`config.mk`:
```
export PLATFORM = sky130hd
export DESIGN_NAME = pipo_pipe
export DESIGN_NICKNAME = d
export VERILOG_FILES = /design/src/rtl/pipo_pipe.sv
export SDC_FILE = /design/constraint.sdc
export NUM_CORES = 1
export LEC_CHECK = 0
export BUFFER_PORTS_ARGS = -buffer_cell sky130_fd_sc_hd__buf_2
export CORE_MARGIN = 2
export CORE_UTILIZATION = 39
export CTS_CLUSTER_DIAMETER = 30
export DETAILED_ROUTE_END_ITERATION = 12
export PLACE_DENSITY = 0.59
export RECOVER_POWER = 25
export SLEW_MARGIN = 25
export SYNTH_ARGS = -nofsm -noshare
export SYNTH_HDL_FRONTEND = slang
export SYNTH_SLANG_ARGS = --single-unit
```
`constraint.sdc`:
```
create_clock -name clk -period 2.27 [get_ports clk]
set_input_delay 0.1135 -clock clk [delete_from_list [all_inputs] [get_ports clk]]
set_output_delay 0.1135 -clock clk [all_outputs]
set_load 0.01 [all_outputs]
```
`src/rtl/pipo_pipe.sv`:
```
// pipo_pipe: DEPTH-stage elastic register chain with valid/ready handshake,
// global stall enable and synchronous flush. Define PIPO_PIPE_OCC_EN for the occ port.
module pipo_pipe #(
    parameter int unsigned DW    = 16,
    parameter int unsigned DEPTH = 4,
    parameter int unsigned CW    = $clog2(DEPTH + 1)
) (
    input  logic          clk,
    input  logic          rst,
    input  logic          enb,
    input  logic          sync_rst,
    input  logic          in_valid,
    input  logic [DW-1:0] in_data,
    output logic          in_ready,
    output logic          out_valid,
    output logic [DW-1:0] out_data,
    input  logic          out_ready
`ifdef PIPO_PIPE_OCC_EN
    ,
    output logic [CW-1:0] occ
`endif
);

    logic [DW-1:0]    data_r [DEPTH];
    logic [DEPTH-1:0] vld_r;
    logic [DEPTH-1:0] rdy;

    // Tail-to-head ready chain, accumulated in a local to keep bits of rdy independent.
    always_comb begin
        logic acc;
        int unsigned idx;
        acc = out_ready;
        rdy = '0;
        for (int unsigned k = 0; k < DEPTH; k++) begin
            idx      = DEPTH - 1 - k;
            acc      = acc | !vld_r[idx];
            rdy[idx] = acc;
        end
    end

    assign in_ready  = enb & !sync_rst & rdy[0];
    assign out_valid = vld_r[DEPTH-1];
    assign out_data  = data_r[DEPTH-1];

    always_ff @(posedge clk or posedge rst) begin
        if (rst) begin
            vld_r <= '0;
            for (int unsigned i = 0; i < DEPTH; i++) data_r[i] <= '0;
        end else if (sync_rst) begin
            vld_r <= '0;
            for (int unsigned i = 0; i < DEPTH; i++) data_r[i] <= '0;
        end else if (enb) begin
            if (rdy[0]) begin
                vld_r[0] <= in_valid;
                if (in_valid) data_r[0] <= in_data;
            end
            // Bubbles propagate only the valid bit; data holds to avoid toggling.
            for (int unsigned i = 1; i < DEPTH; i++) begin
                if (rdy[i]) begin
                    vld_r[i] <= vld_r[i-1];
                    if (vld_r[i-1]) data_r[i] <= data_r[i-1];
                end
            end
        end
    end

`ifdef PIPO_PIPE_OCC_EN
    logic in_xfer;
    logic out_xfer;

    assign in_xfer  = in_valid & in_ready;
    assign out_xfer = vld_r[DEPTH-1] & out_ready & enb & !sync_rst;

    always_ff @(posedge clk or posedge rst) begin
        if (rst) begin
            occ <= '0;
        end else if (sync_rst) begin
            occ <= '0;
        end else if (in_xfer && !out_xfer) begin
            occ <= occ + CW'(1);
        end else if (out_xfer && !in_xfer) begin
            occ <= occ - CW'(1);
        end
    end
`endif

endmodule

```
# Word-level counts from Yosys, hierarchy flattened
# Index checks and enable logic that the tools add are counted.
# word_totals
ff_bits	68
inputBits	22
out_inout_bits	18
word_cells	52
# op_classes
n_mux	16
bitwise_logic	6
n_reduce_logical	22
# op_table
cell	n
16-bit 2-to-1 mux	8
64-bit 2-to-1 mux	2
2-bit nonzero test	9
3-bit AND reduction	4
4-bit 2-to-1 mux	2
2-bit AND reduction	4
1-bit logical NOT	5
1-bit 2-to-1 mux	4
1-bit OR	4
1-bit AND	2

# Longest topological paths before layout
# Gate-level depths: netlist of the first run.
# depth
ltp_word	8
ltp_mapped	6
ltp_nobuf	3

# Worst setup path before layout of the first run
# Ideal clock, no wire load.
# synth_path
kind	register -> register
from	reg vld_r[3]
to	reg data_r[45] (netlist bit)
setup_time_ns	0.120
arrival_ns	1.337
t_required_ns	2.150
slack_ns	0.814
path_stages_with_launch	6
path_buffers	2
period_less_slack_ns	1.456
cell_sequence	dfrtp_1 -> and4b_1 -> buf_4 -> or2_1 -> buf_2 -> a31o_1
# synth_via
elab_chain_len	6
# synth_rtl
element	line_no	rtl
start, declared	25	logic [DEPTH-1:0] vld_r;
start signal, assigned by index	60	vld_r[i] <= vld_r[i-1];
1-bit logical NOT	36	acc = acc | !vld_r[idx];
1-bit OR (3 in series)	36	
2-bit nonzero test (no line)	n/a	
3-bit AND reduction (no line)	n/a	
end signal, assigned by index	61	if (vld_r[i-1]) data_r[i] <= data_r[i-1];
end, declared	24	logic [DW-1:0] data_r [DEPTH];
# No other way between the ends.
# A chain may end at the register's enable or synchronous reset.

# Final worst setup path of the first run
# layout_path
from	reg vld_r[2]
to	out in_ready
# layout_via
elab_chain_len	5
# layout_rtl
element	line_no	rtl
1-bit logical NOT	36	
1-bit OR (3 in series)	36	
1-bit AND	41	assign in_ready = enb & !sync_rst & rdy[0];
end, declared	14	output logic in_ready,
# No other way between the ends.

==> tab_implementation.tex, run 1 <==
\begin{tabular}{lr}
\hline
Metric & Value \\
\hline
\multicolumn{2}{l}{\textbf{Routing}} \\
\quad Vias post-DR & 2251 \\
\quad Number of nets with antenna violations after detailed routing & 0 \\
\quad Number of DRC markers in iteration 0 & 129 \\
\quad Total met3 wirelength after detailed routing & 292 um \\
\quad Met2 wire len & 2570 um \\
\quad Top routing layer in use & met4 \\
\quad Met1 routed wirelength after detailed routing & 3320 um \\
\quad DRC violations left & 0 \\
\quad Average detailed-routed wire length per instance & 15.4 um \\
\quad Drt via density & 5.53 \\
\quad Initial DRT Pass Iterations & 4 \\
\quad Aggregate routed wire length & 6290 um \\
\multicolumn{2}{l}{\textbf{Global routing}} \\
\quad Wire length of the first global-routing pass & 10400 um \\
\quad Number of antenna violations at the first check in global routing & 0 \\
\quad GRT Resource Usage Total & 15.2\% \\
\quad Maximum number of pins on one net before global-route repair & 69 \\
\quad Total congestion overflow & 0 \\
\quad Via count of the first global-routing pass & 2027 \\
\multicolumn{2}{l}{\textbf{Power}} \\
\quad Reported leakage power & 1.57 nW \\
\quad Clock Power Share & 43.0\% \\
\quad Fraction of power spent switching nets & 23.7\% \\
\quad Max VDD drop & 0.306 mV \\
\quad Psw & 0.595 mW \\
\quad Part of the total power dissipated in combinational logic & 6.7\% \\
\quad Share of power burned in registers & 50.3\% \\
\quad Cell-internal power & 1.92 mW \\
\quad Power density relative to cell area & 708 nW/um2 \\
\multicolumn{2}{l}{\textbf{Die}} \\
\quad Die Outline Area & 8880 um2 \\
\quad Vertical extent of the die & 94.2 um \\
\quad I/O Pins & 40 \\
\quad Starting density of the core & 40.7\% \\
\quad Width of the die & 94.2 um \\
\quad Core area & 7810 um2 \\
\quad Core Rows & 32 \\
\multicolumn{2}{l}{\textbf{STA}} \\
\quad Crit share post-route & 82.7\% \\
\quad Setup Skew & 0.00507 ns \\
\quad Setup repair after global routing missed its margin & no \\
\quad Number of hold violations in the final report & 0 \\
\quad Least-Margin Pin Slew & 1.48 ns \\
\quad Highest attainable clock frequency & 533 MHz \\
\quad Finish-stage setup viols & 0 \\
\quad Remaining max-slew budget at the tightest pin & 1.19\% \\
\quad Clock period minus worst slack & 1.88 ns \\
\quad Final-layout setup total negative slack & 0 ns \\
\quad Max-slew violations & 0 \\
\multicolumn{2}{l}{\textbf{Worst setup path}} \\
\quad Data required time of the critical path & 2.16 ns \\
\quad Arrival time reported for the critical path endpoint & 1.76 ns \\
\quad Crit. End Element & output port \\
\quad CP Max Fanout & 16 \\
\quad Startpoint type of the worst setup path & flop \\
\quad Crit path kind & flop to output port \\
\multicolumn{2}{l}{\textbf{Clock network}} \\
\quad CTS Buf Count & 9 \\
\quad Clock sinks & 68 \\
\quad Clock tree root driver cell & clkbuf\_8 \\
\quad Post-CTS resize count & 0 \\
\quad Clock latency at the later pin of the worst-skew pair & 0.33 ns \\
\quad Maximum clock insertion buffer count & 2 \\
\quad H-tree levels & 3 \\
\quad CTS tree & built \\
\quad Clock-pin transition on the worst setup and hold timing paths & 0.07 ns \\
\multicolumn{2}{l}{\textbf{Layout}} \\
\quad Proportion of layout cells with a drive suffix above 1 & 22.0\% \\
\quad Footprint of the multi-input gates & 1220 um2 \\
\quad Nets & 322 \\
\quad Final Core Density & 45.5\% \\
\quad Count of antenna diodes in the layout & 0 \\
\quad \# fillers & 758 \\
\quad Area added between synthesis and finish & 11.8\% \\
\quad Area used by sequential logic in the layout & 1700 um2 \\
\multicolumn{2}{l}{\textbf{Flow run}} \\
\quad Max-cap check violation count & 0 \\
\multicolumn{2}{l}{\textbf{Synthesis}} \\
\quad Dominant cell by count in the synthesized netlist & dfrtp\_1 \\
\quad Cell type with the largest total area after synthesis & dfrtp\_1 \\
\quad Number of enable-type register cells in the synthesized netlist & 0 \\
\quad Top FF cell, synth & dfrtp\_1 \\
\quad Unique masters post-synth & 33 \\
\quad Number of standard cells after synthesis & 286 \\
\quad Most numerous cell types in the synthesized netlist & 68 x dfrtp\_1, 44 x nand2\_1, 24 x a22o\_1, 18 x buf\_4 \\
\quad Yosys synthesis warning count & 0 \\
\quad Sequential cell area fraction in the yosys report & 53.6\% \\
\quad Main area contributors after synthesis & dfrtp\_1 54\%, a22o\_1 6.6\%, nand2\_1 5.2\%, mux2i\_1 5.0\%, a32oi\_1 4.4\% \\
\quad Syn Area/Cell & 11.1 um2 \\
\quad Post-synthesis register bit count & 68 \\
\quad Async set or reset register ratio after synthesis & 100\% \\
\quad Net count of the mapped netlist & 308 \\
\quad Post-synthesis instance area & 3180 um2 \\
\quad Proportion of netlist area held by the largest area contributor & 53.6\% \\
\multicolumn{2}{l}{\textbf{Place}} \\
\quad Half-perimeter wire length after placement & 4050 um \\
\quad Input/output buffers & 39 \\
\quad Gpl congestion & 0.773 \\
\multicolumn{2}{l}{\textbf{Run status}} \\
\quad Status & finished clean \\
\multicolumn{2}{l}{\textbf{Worst hold path}} \\
\quad Class of the tightest hold or removal check & input port to flop \\
\hline
\end{tabular}
[what timing repair did]
item                                    in CTS  in global routing
hold endpoints to repair                    68                  0
endpoints found under the setup margin       0                  0
buffers inserted                             0                  0
hold buffers                                 1                  0
[path summary, 6_finish.rpt]
check | slack [ns] | end | depth (start not counted) | startpoint
worst max-delay path | 0.39 | in_ready | 3 | vld_r[2]$_DFFE_PP0P_
worst min-delay path | 0.03 | data_r[63]$_DFFE_PP0P_ | 3 | in_data[15]
worst max register to register | 0.52 | data_r[54]$_DFFE_PP0P_ | 4 | vld_r[2]$_DFFE_PP0P_
worst min register to register | 0.49 | out_data[4]$_DFFE_PP0P_ | 1 | out_data[4]$_DFFE_PP0P_
max in group asynchronous | 0.55 | data_r[39]$_DFFE_PP0P_ | 4 | rst
min in group asynchronous | 0.85 | out_data[0]$_DFFE_PP0P_ | 4 | rst
[metrics by stage]
stage	power, mW	instances	setup slack (ns)	hold WS, ns	instance area, um2
2_1_floorplan	1.39	286	0.445	0.257	3180
3_3_place_gp	1.46	390	0.628	0.221	3340
3_5_place_dp	1.46	390	0.564	0.221	3340
4_1_cts	2.54	407	0.411	0.0182	3570
5_1_grt	2.63	407	0.217	0.0263	3550
6_report	2.51	407	0.392	0.0275	3550
[cells in the final DEF (no fill, tap or decap), types with 2 or more instances in the layout]
cell type,count
dfrtp_1,68
nand2_1,44
buf_2,40
a22o_1,24
nand4_1,16
a32oi_1,16
o311ai_0,16
mux2i_1,16
clkbuf_8,9
nor4b_1,8
a31o_1,8
buf_4,6
a21oi_1,3
inv_1,2
nor2b_1,2
o21ai_0,2
and3_1,2
bufinv_16,2
clkinvlp_4,2
[layer usage]
metal	vias to the layer above	global-route usage, %
met4	0	6.16
met3	9	3.29
met5	-	0
met1	1065	23.5
li1	1122	-
met2	55	20.3
[registers in the layout, indices dropped and copies added, names as in the netlist]
name,cells
data_r,48
out_data,16
vld_r,4
[cells by family after synthesis]
family / after synthesis / synth area share, %
buf+inv: 48 / 8.23
flops: 68 / 53.6
compound gates: 75 / 20.1
mux: 16 / 5.04
simple gates: 79 / 13.1
[area by class of cell]
class,instances,area share [%]
Clock buffer,10,3.59
Clock inverter,6,2.50
Inverter,3,0.317
Multi-Input combinational cell,170,34.3
Sequential cell,68,47.9
Tap cell,102,3.59
Timing Repair Buffer,48,7.75
[critical path, cell delays in order (launching register included)]
cell	delay, ns
dfrtp_1	0.45
and4b_1	0.62
a21boi_0	0.19
buf_2	0.17
[power by group through the flow]
stage	clock network [mW]	logic (mW)	registers, mW
floorplan	0	0.117	1.28
global placement	0	0.171	1.29
detailed placement	0	0.174	1.29
CTS	1.10	0.175	1.26
global route	1.17	0.191	1.27
finish	1.08	0.168	1.26
No activity file was read; power rests on OpenSTA's default activity.
==> run 2: changes to the inputs <==
==> constraint.sdc (replaced) <==
create_clock -name clk -period 1.9 [get_ports clk]
set_input_delay 0.095 -clock clk [delete_from_list [all_inputs] [get_ports clk]]
set_output_delay 0.095 -clock clk [all_outputs]
set_load 0.01 [all_outputs]
==> run 2 against run 1 <==
- core utilization rose by 2.0 points
- non-clock buffer count rose by 14
- via count rose by 4.1%
- sequential cell count did not move
- global-route usage rose by 0.84 points
- total power rose by 24%
- clock power rose by 28%
- sequential power rose by 20%
- routed wire length rose by 2.6%
- die area did not move
- final cell count rose by 3.4%
- critical endpoint unchanged
==> tab_implementation.tex, run 2 (same netlist as run 1, synthesis figures left out) <==
\begin{tabular}{lr}
\hline
Metric & Value \\
\hline
\multicolumn{2}{l}{\textbf{Run status}} \\
\quad Status & finished clean \\
\multicolumn{2}{l}{\textbf{Routing}} \\
\quad Number of DRC markers in iteration 0 & 49 \\
\quad DRC violations left & 0 \\
\quad Number of nets with antenna violations after detailed routing & 0 \\
\quad Average detailed-routed wire length per instance & 15.3 um \\
\quad Aggregate routed wire length & 6450 um \\
\quad Drt via density & 5.57 \\
\quad Initial DRT Pass Iterations & 4 \\
\quad Vias post-DR & 2344 \\
\multicolumn{2}{l}{\textbf{Clock network}} \\
\quad Clock-pin transition on the worst setup and hold timing paths & 0.07 ns \\
\quad H-tree levels & 3 \\
\quad CTS tree & built \\
\quad Post-CTS resize count & 0 \\
\quad Clock tree root driver cell & clkbuf\_8 \\
\quad CTS Buf Count & 9 \\
\quad Clock sinks & 68 \\
\quad Clock latency at the later pin of the worst-skew pair & 0.35 ns \\
\quad Post-CTS setup repair buffer count & 0 \\
\quad Hold buffer count at cts & 12 \\
\quad Maximum clock insertion buffer count & 2 \\
\multicolumn{2}{l}{\textbf{Power}} \\
\quad Power consumption & 3.11 mW \\
\quad Reported leakage power & 1.64 nW \\
\quad Power density relative to cell area & 840 nW/um2 \\
\quad Max VDD drop & 0.346 mV \\
\multicolumn{2}{l}{\textbf{Worst setup path}} \\
\quad Reg-to-reg startpoint & vld\_r[2]\$\_DFFE\_PP0P\_ \\
\quad Critical Path Slowest Stage Cell & dfrtp\_1 \\
\quad Worst R2R End & data\_r[55]\$\_DFFE\_PP0P\_ \\
\quad Arrival time reported for the critical path endpoint & 1.54 ns \\
\quad Data required time of the critical path & 1.80 ns \\
\quad Startpoint type of the worst setup path & flop \\
\quad Path length in cells of the critical path & 3 \\
\quad CP Max Fanout & 12 \\
\quad Crit path kind & flop to output port \\
\quad Cell family contributing the most delay on the critical path & flip-flops \\
\quad CP Cell Sequence & and4b\_1, a21boi\_0, buf\_2 \\
\quad Crit. End Element & output port \\
\quad Worst stage delay on the critical path & 0.44 ns \\
\quad Register-to-Register Path Depth & 4 \\
\quad R2r setup slk & 0.27 ns \\
\quad Number of buffers and inverters on the critical path & 1 \\
\multicolumn{2}{l}{\textbf{Global routing}} \\
\quad Wire length of the first global-routing pass & 11000 um \\
\quad Maximum number of pins on one net before global-route repair & 69 \\
\quad GRT Resource Usage Total & 16.0\% \\
\quad Number of antenna violations at the first check in global routing & 0 \\
\quad Total congestion overflow & 0 \\
\quad Via count of the first global-routing pass & 2184 \\
\multicolumn{2}{l}{\textbf{Die}} \\
\quad Width of the die & 94.2 um \\
\quad Die Outline Area & 8880 um2 \\
\quad Core area & 7810 um2 \\
\quad I/O Pins & 40 \\
\quad Starting density of the core & 40.7\% \\
\quad Core Rows & 32 \\
\quad Vertical extent of the die & 94.2 um \\
\multicolumn{2}{l}{\textbf{STA}} \\
\quad Crit share post-route & 86.0\% \\
\quad Remaining max-slew budget at the tightest pin & 40.4\% \\
\quad Post-layout worst setup margin & 0.265 ns \\
\quad Final-layout setup total negative slack & 0 ns \\
\quad Setup Skew & 0.00787 ns \\
\quad Highest attainable clock frequency & 612 MHz \\
\quad Finish-stage setup viols & 0 \\
\quad Least-Margin Pin Slew & 0.894 ns \\
\quad Setup repair after global routing missed its margin & no \\
\quad Number of hold violations in the final report & 0 \\
\quad Clock period minus worst slack & 1.63 ns \\
\quad Max-slew violations & 0 \\
\multicolumn{2}{l}{\textbf{Worst hold path}} \\
\quad Hold path endpoint & data\_r[60]\$\_DFFE\_PP0P\_ \\
\quad Critical hold path startpoint & in\_data[12] \\
\quad Cell depth of the worst hold path & 3 \\
\quad Class of the tightest hold or removal check & input port to flop \\
\multicolumn{2}{l}{\textbf{Layout}} \\
\quad Cell area after layout & 3700 um2 \\
\quad Area added between synthesis and finish & 16.7\% \\
\quad Most common cell after layout, fill and taps aside & dfrtp\_1 \\
\quad Largest register FFs & 48 \\
\quad \# fillers & 726 \\
\quad Commonest non-fill, non-tap cells in the layout & 68 x dfrtp\_1, 44 x nand2\_1, 39 x buf\_2 \\
\quad Final Core Density & 47.5\% \\
\quad Count of antenna diodes in the layout & 0 \\
\quad Largest Register & data\_r \\
\quad Proportion of layout cells with a drive suffix above 1 & 22.3\% \\
\quad Nets & 336 \\
\multicolumn{2}{l}{\textbf{Place}} \\
\quad Half-perimeter wire length after placement & 4140 um \\
\quad Input/output buffers & 39 \\
\quad Setup WS pre-CTS & 0.301 ns \\
\quad Cell area reported after detailed placement & 3360 um2 \\
\quad Gpl congestion & 0.776 \\
\multicolumn{2}{l}{\textbf{Flow run}} \\
\quad Max-cap check violation count & 0 \\
\hline
\end{tabular}
run 2: layout make-up:
class / count / area [um2] / share of cell area (%)
flip-flops and latches: 68 / 1700 / 45.9
multi-input cells: 170 / 1220 / 32.9
repair buffers: 62 / 410 / 11.1
clock buffers: 11 / 151 / 4.09
well taps: 102 / 128 / 3.44
clock inverters: 5 / 83.8 / 2.26
inverters: 3 / 11.3 / 0.304
run 2: metrics by stage:
step | instances | hold WS (ns)
after floorplan | 286 | 0.238
after global placement | 393 | 0.200
final | 421 | 0.0157
after CTS | 421 | 0.00173
after global routing | 421 | 0.0102
after detailed placement | 393 | 0.204
run 2: how the worst max path moves through the flow:
stage / slack, ns / to / from
2_1_floorplan: 0.09 / data_r[16]$_DFFE_PP0P_ / rst
3_3_place_gp: 0.36 / data_r[49]$_DFFE_PP0P_ / vld_r[2]$_DFFE_PP0P_
3_5_place_dp: 0.30 / data_r[62]$_DFFE_PP0P_ / vld_r[2]$_DFFE_PP0P_
4_1_cts: 0.23 / in_ready / vld_r[2]$_DFFE_PP0P_
5_1_grt: 0.10 / data_r[50]$_DFFE_PP0P_ / vld_r[2]$_DFFE_PP0P_
6_report: 0.27 / in_ready / vld_r[2]$_DFFE_PP0P_
run 2: power by group:
part | total, mW | switching, mW | internal, mW
clock network | 1.38 | 0.567 | 0.813
registers | 1.51 | 0.0296 | 1.48
logic | 0.222 | 0.134 | 0.0879
total | 3.11 | 0.730 | 2.38
run 2: routing by layer:
metal	part of all wire (%)	track usage, %	up-vias
met2	43	22.3	62
met4	1.2	7.25	0
met1	51	23.5	1139
li1	-	-	1139
met5	0	0	-
met3	4.1	3.93	4
run 2: worst reg2reg max path: stages (launching register included):
cell      delay, ns
dfrtp_1        0.44
and4b_1        0.44
buf_4          0.35
nand4_1        0.14
o311ai_0       0.12
